==> src/rtl/button_press_decoder_pkg.sv <==
// Shared definitions for the button press decoder and its neighbours.
// Latency: n/a (types and constants only).
// Backpressure: n/a.
//
// Holds the FSM state encoding and the default tick constants that the
// clock-set control logic also reuses.
package button_press_decoder_pkg;

  typedef enum logic [1:0] {
    ST_IDLE  = 2'd0,
    ST_COUNT = 2'd1,
    ST_EMIT  = 2'd2
  } state_t;

  // 150 ticks of the 2 ms enable = 300 ms of silence closes a burst.
  localparam int TICK_2MS_GAP     = 150;
  localparam int MAX_PRESSES_DFLT = 5;

endpackage

==> src/rtl/button_press_decoder_ena_gap_timer.sv <==
// Gap timer: counts enable ticks since the last clear, flags the final tick.
// Latency: o_expire is combinational on the tick where gap==GAP_TICKS-1.
// Backpressure: none; i_clr always wins over counting.
//
// Ports:
//   i_clk, i_rst  clock, synchronous active-high reset
//   i_ena         enable tick; gap advances only on these cycles
//   i_clr         forces gap to 0 (press seen, or decoder not counting)
//   o_expire      gap==GAP_TICKS-1 on an enable tick without i_clr
module ena_gap_timer #(
  parameter int GAP_TICKS = 150,
  parameter int GAP_W     = 8
) (
  input  logic i_clk,
  input  logic i_rst,
  input  logic i_ena,
  input  logic i_clr,
  output logic o_expire
);

  localparam logic [GAP_W-1:0] GAP_LAST = GAP_W'(GAP_TICKS - 1);

  logic [GAP_W-1:0] gap;
  logic             at_last;

  assign at_last  = (gap == GAP_LAST);
  assign o_expire = i_ena & ~i_clr & at_last;

  // Wrap to 0 on expiry so gap never exceeds GAP_TICKS-1.
  always_ff @(posedge i_clk) begin
    if (i_rst) begin
      gap <= '0;
    end else if (i_clr) begin
      gap <= '0;
    end else if (i_ena) begin
      gap <= at_last ? '0 : gap + GAP_W'(1);
    end
  end

endmodule

==> src/rtl/button_press_decoder.sv <==
// Counts debounced press bursts and reports the count once the button goes quiet.
// Latency: o_valid GAP_TICKS enable ticks after the last press, plus one clock.
// Backpressure: none; o_valid is a one-clock strobe, results held until the next one.
//
// Ports:
//   i_clk, i_rst  clock, synchronous active-high reset
//   i_ena         enable tick shared with the debouncer
//   i_pulse       debounced press, high for one enable period per press
//   o_valid       one-clock strobe when a burst closes
//   o_count       press count of the last closed burst (1..MAX_PRESSES)
//   o_overflow    last closed burst exceeded MAX_PRESSES
//   o_busy        burst in progress (including the emit cycle)
module button_press_decoder
  import button_press_decoder_pkg::*;
#(
  parameter int GAP_TICKS   = TICK_2MS_GAP,
  parameter int MAX_PRESSES = MAX_PRESSES_DFLT,
  parameter int CNT_W       = 3,
  parameter int GAP_W       = 8
) (
  input  logic             i_clk,
  input  logic             i_rst,
  input  logic             i_ena,
  input  logic             i_pulse,
  output logic             o_valid,
  output logic [CNT_W-1:0] o_count,
  output logic             o_overflow,
  output logic             o_busy
);

  localparam logic [CNT_W-1:0] CNT_MAX = CNT_W'(MAX_PRESSES);
  localparam logic [CNT_W-1:0] CNT_ONE = CNT_W'(1);

  state_t           state;
  logic [CNT_W-1:0] cnt;
  logic             ovf;
  logic             press;
  logic             gap_clr;
  logic             gap_expire;

  // i_pulse spans a whole enable period, so gating with i_ena sees each press once.
  assign press = i_pulse & i_ena;

  // Keep the gap timer parked at 0 whenever we are not actively counting, so
  // every entry into COUNT (from IDLE or EMIT) starts a fresh gap.
  assign gap_clr = press | (state != ST_COUNT);

  ena_gap_timer #(
    .GAP_TICKS (GAP_TICKS),
    .GAP_W     (GAP_W)
  ) u_gap_timer (
    .i_clk    (i_clk),
    .i_rst    (i_rst),
    .i_ena    (i_ena),
    .i_clr    (gap_clr),
    .o_expire (gap_expire)
  );

  always_ff @(posedge i_clk) begin
    if (i_rst) begin
      state      <= ST_IDLE;
      cnt        <= '0;
      ovf        <= 1'b0;
      o_valid    <= 1'b0;
      o_count    <= '0;
      o_overflow <= 1'b0;
      o_busy     <= 1'b0;
    end else begin
      o_valid <= 1'b0;
      case (state)
        ST_IDLE: begin
          if (press) begin
            cnt    <= CNT_ONE;
            ovf    <= 1'b0;
            state  <= ST_COUNT;
            o_busy <= 1'b1;
          end
        end
        ST_COUNT: begin
          // A press on the expiry tick wins: gap_expire is masked by gap_clr.
          if (press) begin
            if (cnt < CNT_MAX) begin
              cnt <= cnt + CNT_ONE;
            end else begin
              ovf <= 1'b1;
            end
          end else if (gap_expire) begin
            state      <= ST_EMIT;
            o_valid    <= 1'b1;
            o_count    <= cnt;
            o_overflow <= ovf;
          end
        end
        ST_EMIT: begin
          // A press landing in the emit cycle opens the next burst directly.
          if (press) begin
            cnt   <= CNT_ONE;
            ovf   <= 1'b0;
            state <= ST_COUNT;
          end else begin
            state  <= ST_IDLE;
            o_busy <= 1'b0;
          end
        end
        default: begin
          state  <= ST_IDLE;
          o_busy <= 1'b0;
        end
      endcase
    end
  end

endmodule

==> config.mk <==
export PLATFORM = sky130hd
export DESIGN_NAME = button_press_decoder
export DESIGN_NICKNAME = d
export VERILOG_FILES = /design/src/rtl/button_press_decoder_pkg.sv /design/src/rtl/button_press_decoder_ena_gap_timer.sv /design/src/rtl/button_press_decoder.sv
export SDC_FILE = /design/constraint.sdc
export NUM_CORES = 1
export LEC_CHECK = 0
export ABC_AREA = 1
export CAP_MARGIN = 20
export CORE_AREA = 4 4 47 49
export CTS_CLUSTER_SIZE = 16
export DETAILED_ROUTE_END_ITERATION = 10
export DIE_AREA = 0 0 51 53
export GPL_ROUTABILITY_DRIVEN = 0
export PLACE_DENSITY = 0.78
export RECOVER_POWER = 50
export SLEW_MARGIN = 20
export SYNTH_ARGS = -nofsm -noshare
export SYNTH_HDL_FRONTEND = slang
export SYNTH_HIERARCHICAL = 1
export SYNTH_SLANG_ARGS = --single-unit
==> constraint.sdc <==
create_clock -name i_clk -period 2.49 [get_ports i_clk]
set_clock_uncertainty 0.15 [all_clocks]
set_input_delay 0.249 -clock i_clk [delete_from_list [all_inputs] [get_ports i_clk]]
set_output_delay 0.249 -clock i_clk [all_outputs]
set_load 0.05 [all_outputs]
* Yosys cells after proc, flatten, opt, wreduce, memory -nomap -nowiden
Index checks and enable logic that the tools add are counted.
** Operators by class
- Eq/ne operators :: 12
- Bitwise operators :: 7
- Reductions and logical operators :: 10
- $lt $le $gt $ge :: 1
- Muxes and demuxes :: 18
- $add $sub $neg :: 2
** Operators by type and width (number)
- 2-bit inequality test, second input constant :: 7
- 3-bit two-way mux :: 3
- 3-bit AND reduction :: 3
- 8-bit by 1-bit adder with 8-bit output, second input constant :: 1
- 8-bit == test, second input constant :: 1
- 8-bit two-way mux :: 1
- 4-bit AND reduction :: 2
- 1-bit two-way mux :: 7
- 2-bit two-way mux :: 3
- 2-bit case mux with 3 select lines :: 1
- 3-bit case mux with 2 select lines :: 1
- 2-bit by 1-bit inequality test with 1-bit output, second input constant :: 2
- 2-bit OR reduction :: 2
- 3-bit by 1-bit adder with 3-bit output, second input constant :: 1
- 1-bit bitwise AND :: 3
- 3-bit < comparator, second input constant :: 1
- 1-bit NOT :: 3
- 1-bit case mux with 3 select lines :: 1
- 3-bit OR reduction :: 1
- 2-bit by 1-bit == test with 1-bit output, second input constant :: 1
- 2-bit == test, second input constant :: 1
- 2-bit logical NOT :: 1
- 1-bit case mux with 2 select lines :: 1
- 2-bit nonzero test :: 1
- 1-bit bitwise OR :: 1
** Word-level totals
- Input port bits :: 4
- Register bits after elaboration :: 20
- Output and inout bits :: 6

* Depth between registers and ports, before layout
Gate-level depths: netlist of run 1.
- Depth in word-level cells :: 8
- Gate-level depth with buffers :: 10

* By module
Netlist of run 1, hierarchy kept.
** Modules (own cells, without submodules)
- button_press_decoder :: instances 1, cells an instance 63, area an instance 498.0 µm²
- ena_gap_timer :: instances 1, cells an instance 62, area an instance 406.6 µm²

* Least setup slack after synthesis of run 1
OpenSTA, ideal clock, no wires.
- Path kind :: register to register
- Start :: reg u_gap_timer.gap[0]
- End :: reg o_count[0]
- Data arrival time :: 1249 ps
- Path buffers :: 0
- Stages on the path, launching flop included :: 10
- Period minus slack after synthesis :: 1464 ps
- Slack :: 1026 ps
- Cell sequence :: dfxtp_1 ha_1 nand2_1 nor2_1 nand2_1 nor2_1 nand3_2 inv_2 nor2_1 nor2_1
** Between the ends
- Word-level cells in the longest chain between the ends :: 3
** RTL lines
- start, declared :: line button_press_decoder_ena_gap_timer.sv:23 : logic [GAP_W-1:0] gap;
- start signal, assigned :: line button_press_decoder_ena_gap_timer.sv:36 : gap <= at_last ? '0 : gap + GAP_W'(1);
- 8-bit == test :: line button_press_decoder_ena_gap_timer.sv:26 : assign at_last = (gap == GAP_LAST);
- 1-bit bitwise AND :: line button_press_decoder_ena_gap_timer.sv:27 : assign o_expire = i_ena & ~i_clr & at_last;
- via gap_expire :: line button_press_decoder.sv:39 : logic gap_expire;
- 3-bit AND reduction (no source line)
- end signal, assigned :: line button_press_decoder.sv:90 : o_count <= cnt;
- end, declared :: line button_press_decoder.sv:26 : output logic [CNT_W-1:0] o_count,
The timed path passes the listed nets, and every way through them passes these cells.
A chain may end at the register's enable or synchronous reset.

* Final worst setup path of run 1
- Start :: reg o_busy
- End :: out o_busy
** RTL lines
- start, declared :: line button_press_decoder.sv:28 : output logic o_busy
- start signal, assigned :: line button_press_decoder.sv:67 : o_busy <= 1'b0;
- start signal, assigned :: line button_press_decoder.sv:76 : o_busy <= 1'b1;
- start signal, assigned :: line button_press_decoder.sv:102 : o_busy <= 1'b0;
No word-level cell between the ends.

==> results of run 1 <==
==> logic make-up after synthesis <==
kind of cell,share of synthesized area
DFF,0.4426
adders and majority gates,0.04150
AOI/OAI and AO/OA,0.09129
xor gates and xnor gates,0.02905
and+or+nand+nor,0.3333
buffers and inverters,0.06225
==> cells in the mapped netlist, types with 3 or more instances <==
master | n | area, um^2
nor2_1 | 26 | 97.59
nand2_1 | 24 | 90.09
dfxtp_1 | 20 | 400.4
inv_1 | 13 | 48.80
a21oi_1 | 8 | 40.04
nand3_1 | 7 | 35.03
o21ai_1 | 5 | 25.02
ha_1 | 3 | 37.54
nand2_2 | 3 | 18.77
nor3_1 | 3 | 15.01
==> per-stage QoR <==
stage	power [mW]	util	instances	hold slack, ns
floorplan	0.3619	-	125	0.1681
CTS	0.5603	0.5719	165	0.3468
global route	0.5788	0.5652	165	0.3685
global placement	0.3768	0.5524	161	0.3123
finish	0.5556	0.5652	165	0.3395
detailed placement	0.3780	0.5524	161	0.3236
==> final timing paths <==
kind | start | to | depth (start not counted)
worst max-delay path | o_busy$_SDFFE_PP0P_ | o_busy | 1
worst min-delay path | o_busy$_SDFFE_PP0P_ | o_busy$_SDFFE_PP0P_ | 2
worst min register to register | o_busy$_SDFFE_PP0P_ | o_busy$_SDFFE_PP0P_ | 2
worst max register to register | u_gap_timer/gap[0]$_SDFFE_PP0P_ | o_count[0]$_SDFFE_PP0P_ | 8
==> flip-flops by register name, indices dropped and copies added, names as in the netlist <==
name             flops
u_gap_timer/gap      8
cnt                  3
o_count              3
state                2
o_busy               1
o_overflow           1
o_valid              1
ovf                  1
==> layer usage <==
| metal | vias up | global-route usage |
|---|---|---|
| met3 | 2 | 0.04225 |
| li1 | 419 | - |
| met2 | 15 | 0.2275 |
| met4 | 0 | 0.05830 |
| met5 | - | 0 |
| met1 | 352 | 0.1670 |
==> power breakdown <==
group | internal (mW) | switching, mW
sequential | 0.324 | 0.00477
clock | 0.0891 | 0.0970
combinational | 0.0145 | 0.0259
==> final cells by class <==
cell class	instances	share of cell area
multi-input combinational	90	0.4138
sequential	20	0.3805
tap	27	0.03210
clock buffer	4	0.03448
timing repair buffer	9	0.08561
inverter	15	0.05351
==> metrics, run 1 <==
status complete, no violations; Area growth syn-to-layout 16.32%; Clock Tree Root clkbuf_4; WL met1 803 um; pre-CTS WS about 0.47 ns; largest stage delay on the critical path ~0.81 ns; Top FF cell, synth dfxtp_1; number of max-cap violations 0; most frequent cells in the layout nor2_1, nand2_1, dfxtp_1; Pre-Repair DR Iteration Count 5; worst-margin pin slew just under 0.5 ns; WP buf/inv 1; initial antenna violation count 0; setup violators final 0; Pwr Density 528.0 nW/um^2; WS Path Type flop to primary output; Worst-Skew Late Latency about 0.30 ns; CP Capture Type primary output; Avg Inst Size Synth approximately 7.2 um^2; Initial Utilization 0.4859; largest net degree at the start of global routing 12; Slew HR 0.6693; grt total ovfl 0; TritonCTS clock tree done; most common cell after layout, fill and taps aside nor2_1; DRT Wirelength roughly 1600 um; crit-path leading delay family buffers and inverters; Post-synth EDFFs 0; Routed WL per cell 9.697 um; layout cells sized above 1 0.07246; Worst Slack Setup Final 0.6298 ns; Startpoint Class flop; Rows 16; DR iter-0 viols 17; Die Area 2703 um^2; antenna viol nets, final 0; diode count 0; port bufs 9; first-pass GRT wire length between 2000 and 3000 um; via count 788; post-route cell area 1052 um^2; clock transition at the registers of the reported paths roughly 0.11 ns; HP Class flop to flop; total clock sinks 20; Num CTS Buffers 3; worst path required time 2.09 ns; Synth Instances 125; Syn Nets ~130; Die Width 51 um; Fill cells between 150 and 200; ys async rst share 0; Worst path slowest cell clkdlybuf4s50_1; Leak Pwr between 0.4 and 0.5 nW; die height approximately 53 um; final worst path period need 1.860 ns; flops & latches, synth 20; Ports 10; Placement Cell Area just over 1000 um^2; max-slew violation count 0; met2 routed WL 714 um; detailed placement HPWL between 1000 and 1500 um; Reg2Reg Setup Slack a little over 0.8 ns; CTS max path bufs 2; final hold vios 0; critical path arrival between 1 and 1.5 ns; Total GRT Usage 0.1386; Sequential cell area 400.4 um^2; CTS resizes 0; layout net count 146; RSZ-0062 raised after global routing false; CP cell instances clkdlybuf4s50_1; Seq/Total Area, Yosys 0.4426; total negative slack 0 ns; fin crit share 0.7471; Synth warnings 6; Distinct cells, synth 19; Multi-input gate area about 440 um^2; met3 wire length between 70 and 80 um; vias in the first global route around 700; f_max 0.5376 GHz; core footprint about 1900 um^2; DRC 0; H-tree depth 1; Avg Vias per Cell approximately 4.8; Post-CTS Setup Repair Bufs 0; Max IR drop VDD 0.0003455 V; CP max FO 3; CTS Hold Bufs 0; synthesized cell area 904.6 um^2; max layer used met4
(Power assumes the default switching activity.)
==> run 2, diff against run 1 <==
- CORE_AREA: 4 4 47 49 -> 4 4 49 51
- DIE_AREA: 0 0 51 53 -> 0 0 53 55
- PLACE_DENSITY: 0.78 -> 0.75
- clock period: 2.49 -> 1.6 ns (I/O delays scaled with it)
==> run 2 against run 1 <==
  * Via count rose by 2.5%
  * Clock power up 56%
  * Register-to-register slack got worse by 0.70 ns
  * Combinational power up 89%
  * Sequential power up 56%
  * Final area rose by 4.2%
  * Critical endpoint is now o_count[1]$_SDFFE_PP0P_
  * Largest power group unchanged
==> metrics, run 2 (same netlist as run 1, synthesis figures left out) <==
fin crit share 0.9220; Num CTS Buffers 3; via count 808; H-tree depth 1; worst reg2reg path depth 9; Fill cells between 150 and 200; total clock sinks 20; Worst-Skew Late Latency around 0.30 ns; final hold vios 0; worst path required time approximately 1.7 ns; Initial Utilization 0.4659; Pwr Density approximately 800 nW/um^2; Ports 10; final worst path period need between 1 and 1.5 ns; CTS Hold Bufs 0; max reg flops 8; Die Width around 53 um; DRC 0; WS Path Type flop to flop; R2R Path End o_count[1]$_SDFFE_PP0P_; CP Capture Type flop; Startpoint Class flop; Switching Fraction 0.2322; Avg Vias per Cell around 4.7; Hold EP o_busy$_SDFFE_PP0P_; Total GRT Usage 0.1373; CP max FO 7; CTS resizes 0; Slew HR 0.6066; Post-CTS Setup Repair Bufs 0; antenna viol nets, final 0; HP Class flop to flop; TritonCTS clock tree done; Sw Pwr between 0.2 and 0.25 mW; Rows 16; Area growth syn-to-layout 21.16%; Routed WL per cell between 10 and 15 um; grt total ovfl 0; clock share of power 0.330; detailed placement HPWL approximately 1300 um; first-pass GRT wire length approximately 2900 um; setup violators final 0; Clock Tree Root clkbuf_4; Reg2Reg Setup Slack between 0.1 and 0.15 ns; most common cell after layout, fill and taps aside nor2_1; max-slew violation count 0; f_max around 0.68 GHz; Reg with most FFs u_gap_timer/gap; CP cell instances inv_1 > ha_1 > nand2_1 > nor2_2 > nand2_2 > nor2_4 > nand3_4 > o21ai_1 > nor2_1; clock transition at the registers of the reported paths about 0.11 ns; number of max-cap violations 0; core footprint roughly 1900 um^2; Placed Cells ~170; die height 55 um; DRT Wirelength about 1800 um; port bufs 9; worst flop-to-flop path startpoint u_gap_timer/gap[1]$_SDFFE_PP0P_; Non-Filler Instances ~170; Final Util 0.5644; Worst path slowest cell dfxtp_1; layout net count roughly 150; most frequent cells in the layout nor2_1, nand2_1, dfxtp_1; critical path arrival approximately 1.5 ns; crit-path leading delay family simple AND/OR/NAND/NOR gates; layout cells sized above 1 0.1655; hold depth 2; vias in the first global route between 700 and 800; diode count 0; Int Pwr 0.6740 mW; Max IR drop VDD around 0.00059 V; initial antenna violation count 0; sequential share of power 0.583; Combinational Power Share 0.087; Leak Pwr 0.4432 nW; WP buf/inv 1; DR iter-0 viols 9; HP Start o_busy$_SDFFE_PP0P_; CTS max path bufs 2; largest registers u_gap_timer/gap x8, cnt x3, o_count x3; largest net degree at the start of global routing 12; status complete, no violations; largest stage delay on the critical path around 0.32 ns; Pre-Repair DR Iteration Count 2; Die Area a little under 3000 um^2; worst-margin pin slew about 0.59 ns
run 2: power groups by stage:
stage / Clock (mW) / Sequential [mW] / Combinational (mW)
CTS: 0.299 / 0.512 / 0.0766
detailed placement: 0 / 0.523 / 0.0753
global route: 0.305 / 0.513 / 0.0853
finish: 0.290 / 0.512 / 0.0762
global placement: 0 / 0.523 / 0.0741
floorplan: 0 / 0.528 / 0.0350
run 2: metrics by stage:
step | hold slack [ns] | worst slack, ns | power [mW] | TNS, ns | area (um^2)
2_1_floorplan | 0.07907 | 0.1363 | 0.5632 | 0 | 904.6
3_3_place_gp | 0.3165 | -0.09696 | 0.5967 | -0.5349 | 1066
3_5_place_dp | 0.3260 | -0.1139 | 0.5981 | -0.7048 | 1066
4_1_cts | 0.3441 | 0.01352 | 0.8876 | 0 | 1102
5_1_grt | 0.3753 | -0.03361 | 0.9032 | -0.1151 | 1096
6_report | 0.3375 | 0.1248 | 0.8779 | 0 | 1096
run 2: area by class of cell:
cell class                 count  area, um^2  share of cell area
tap                           27       33.78             0.03082
sequential                    20       400.4              0.3653
timing repair buffer          16       106.4             0.09703
inverter                      15       56.30             0.05137
clock buffer                   4       36.28             0.03311
multi-input combinational     90       462.9              0.4224
run 2: per-layer routing:
layer / vias to the layer above / wire (um) / part of all wire / GRT usage
met1: 358 / 769 / 0.43 / 0.1398
met2: 11 / 921 / 0.51 / 0.2583
met4: 0 / 41 / 0.023 / 0.08936
li1: 435 / - / - / -
met5: - / 0 / 0 / 0
met3: 4 / 61 / 0.034 / 0.02413
run 2: worst min-delay path, delay by kind of cell (launching register included):
kind	cells	cell delay [ns]
compound gates	1	0.05
simple gates	1	0.06
flops	1	0.34
run 2: how the worst max path moves through the flow:
stage / start / endpoint / cells past startpoint
2_1_floorplan: u_gap_timer/gap[0]$_SDFFE_PP0P_ / o_count[0]$_SDFFE_PP0P_ / 9
3_3_place_gp: i_ena / o_count[2]$_SDFFE_PP0P_ / 8
3_5_place_dp: i_ena / o_count[1]$_SDFFE_PP0P_ / 8
4_1_cts: u_gap_timer/gap[1]$_SDFFE_PP0P_ / o_count[1]$_SDFFE_PP0P_ / 9
5_1_grt: u_gap_timer/gap[1]$_SDFFE_PP0P_ / o_count[1]$_SDFFE_PP0P_ / 9
6_report: u_gap_timer/gap[1]$_SDFFE_PP0P_ / o_count[1]$_SDFFE_PP0P_ / 9
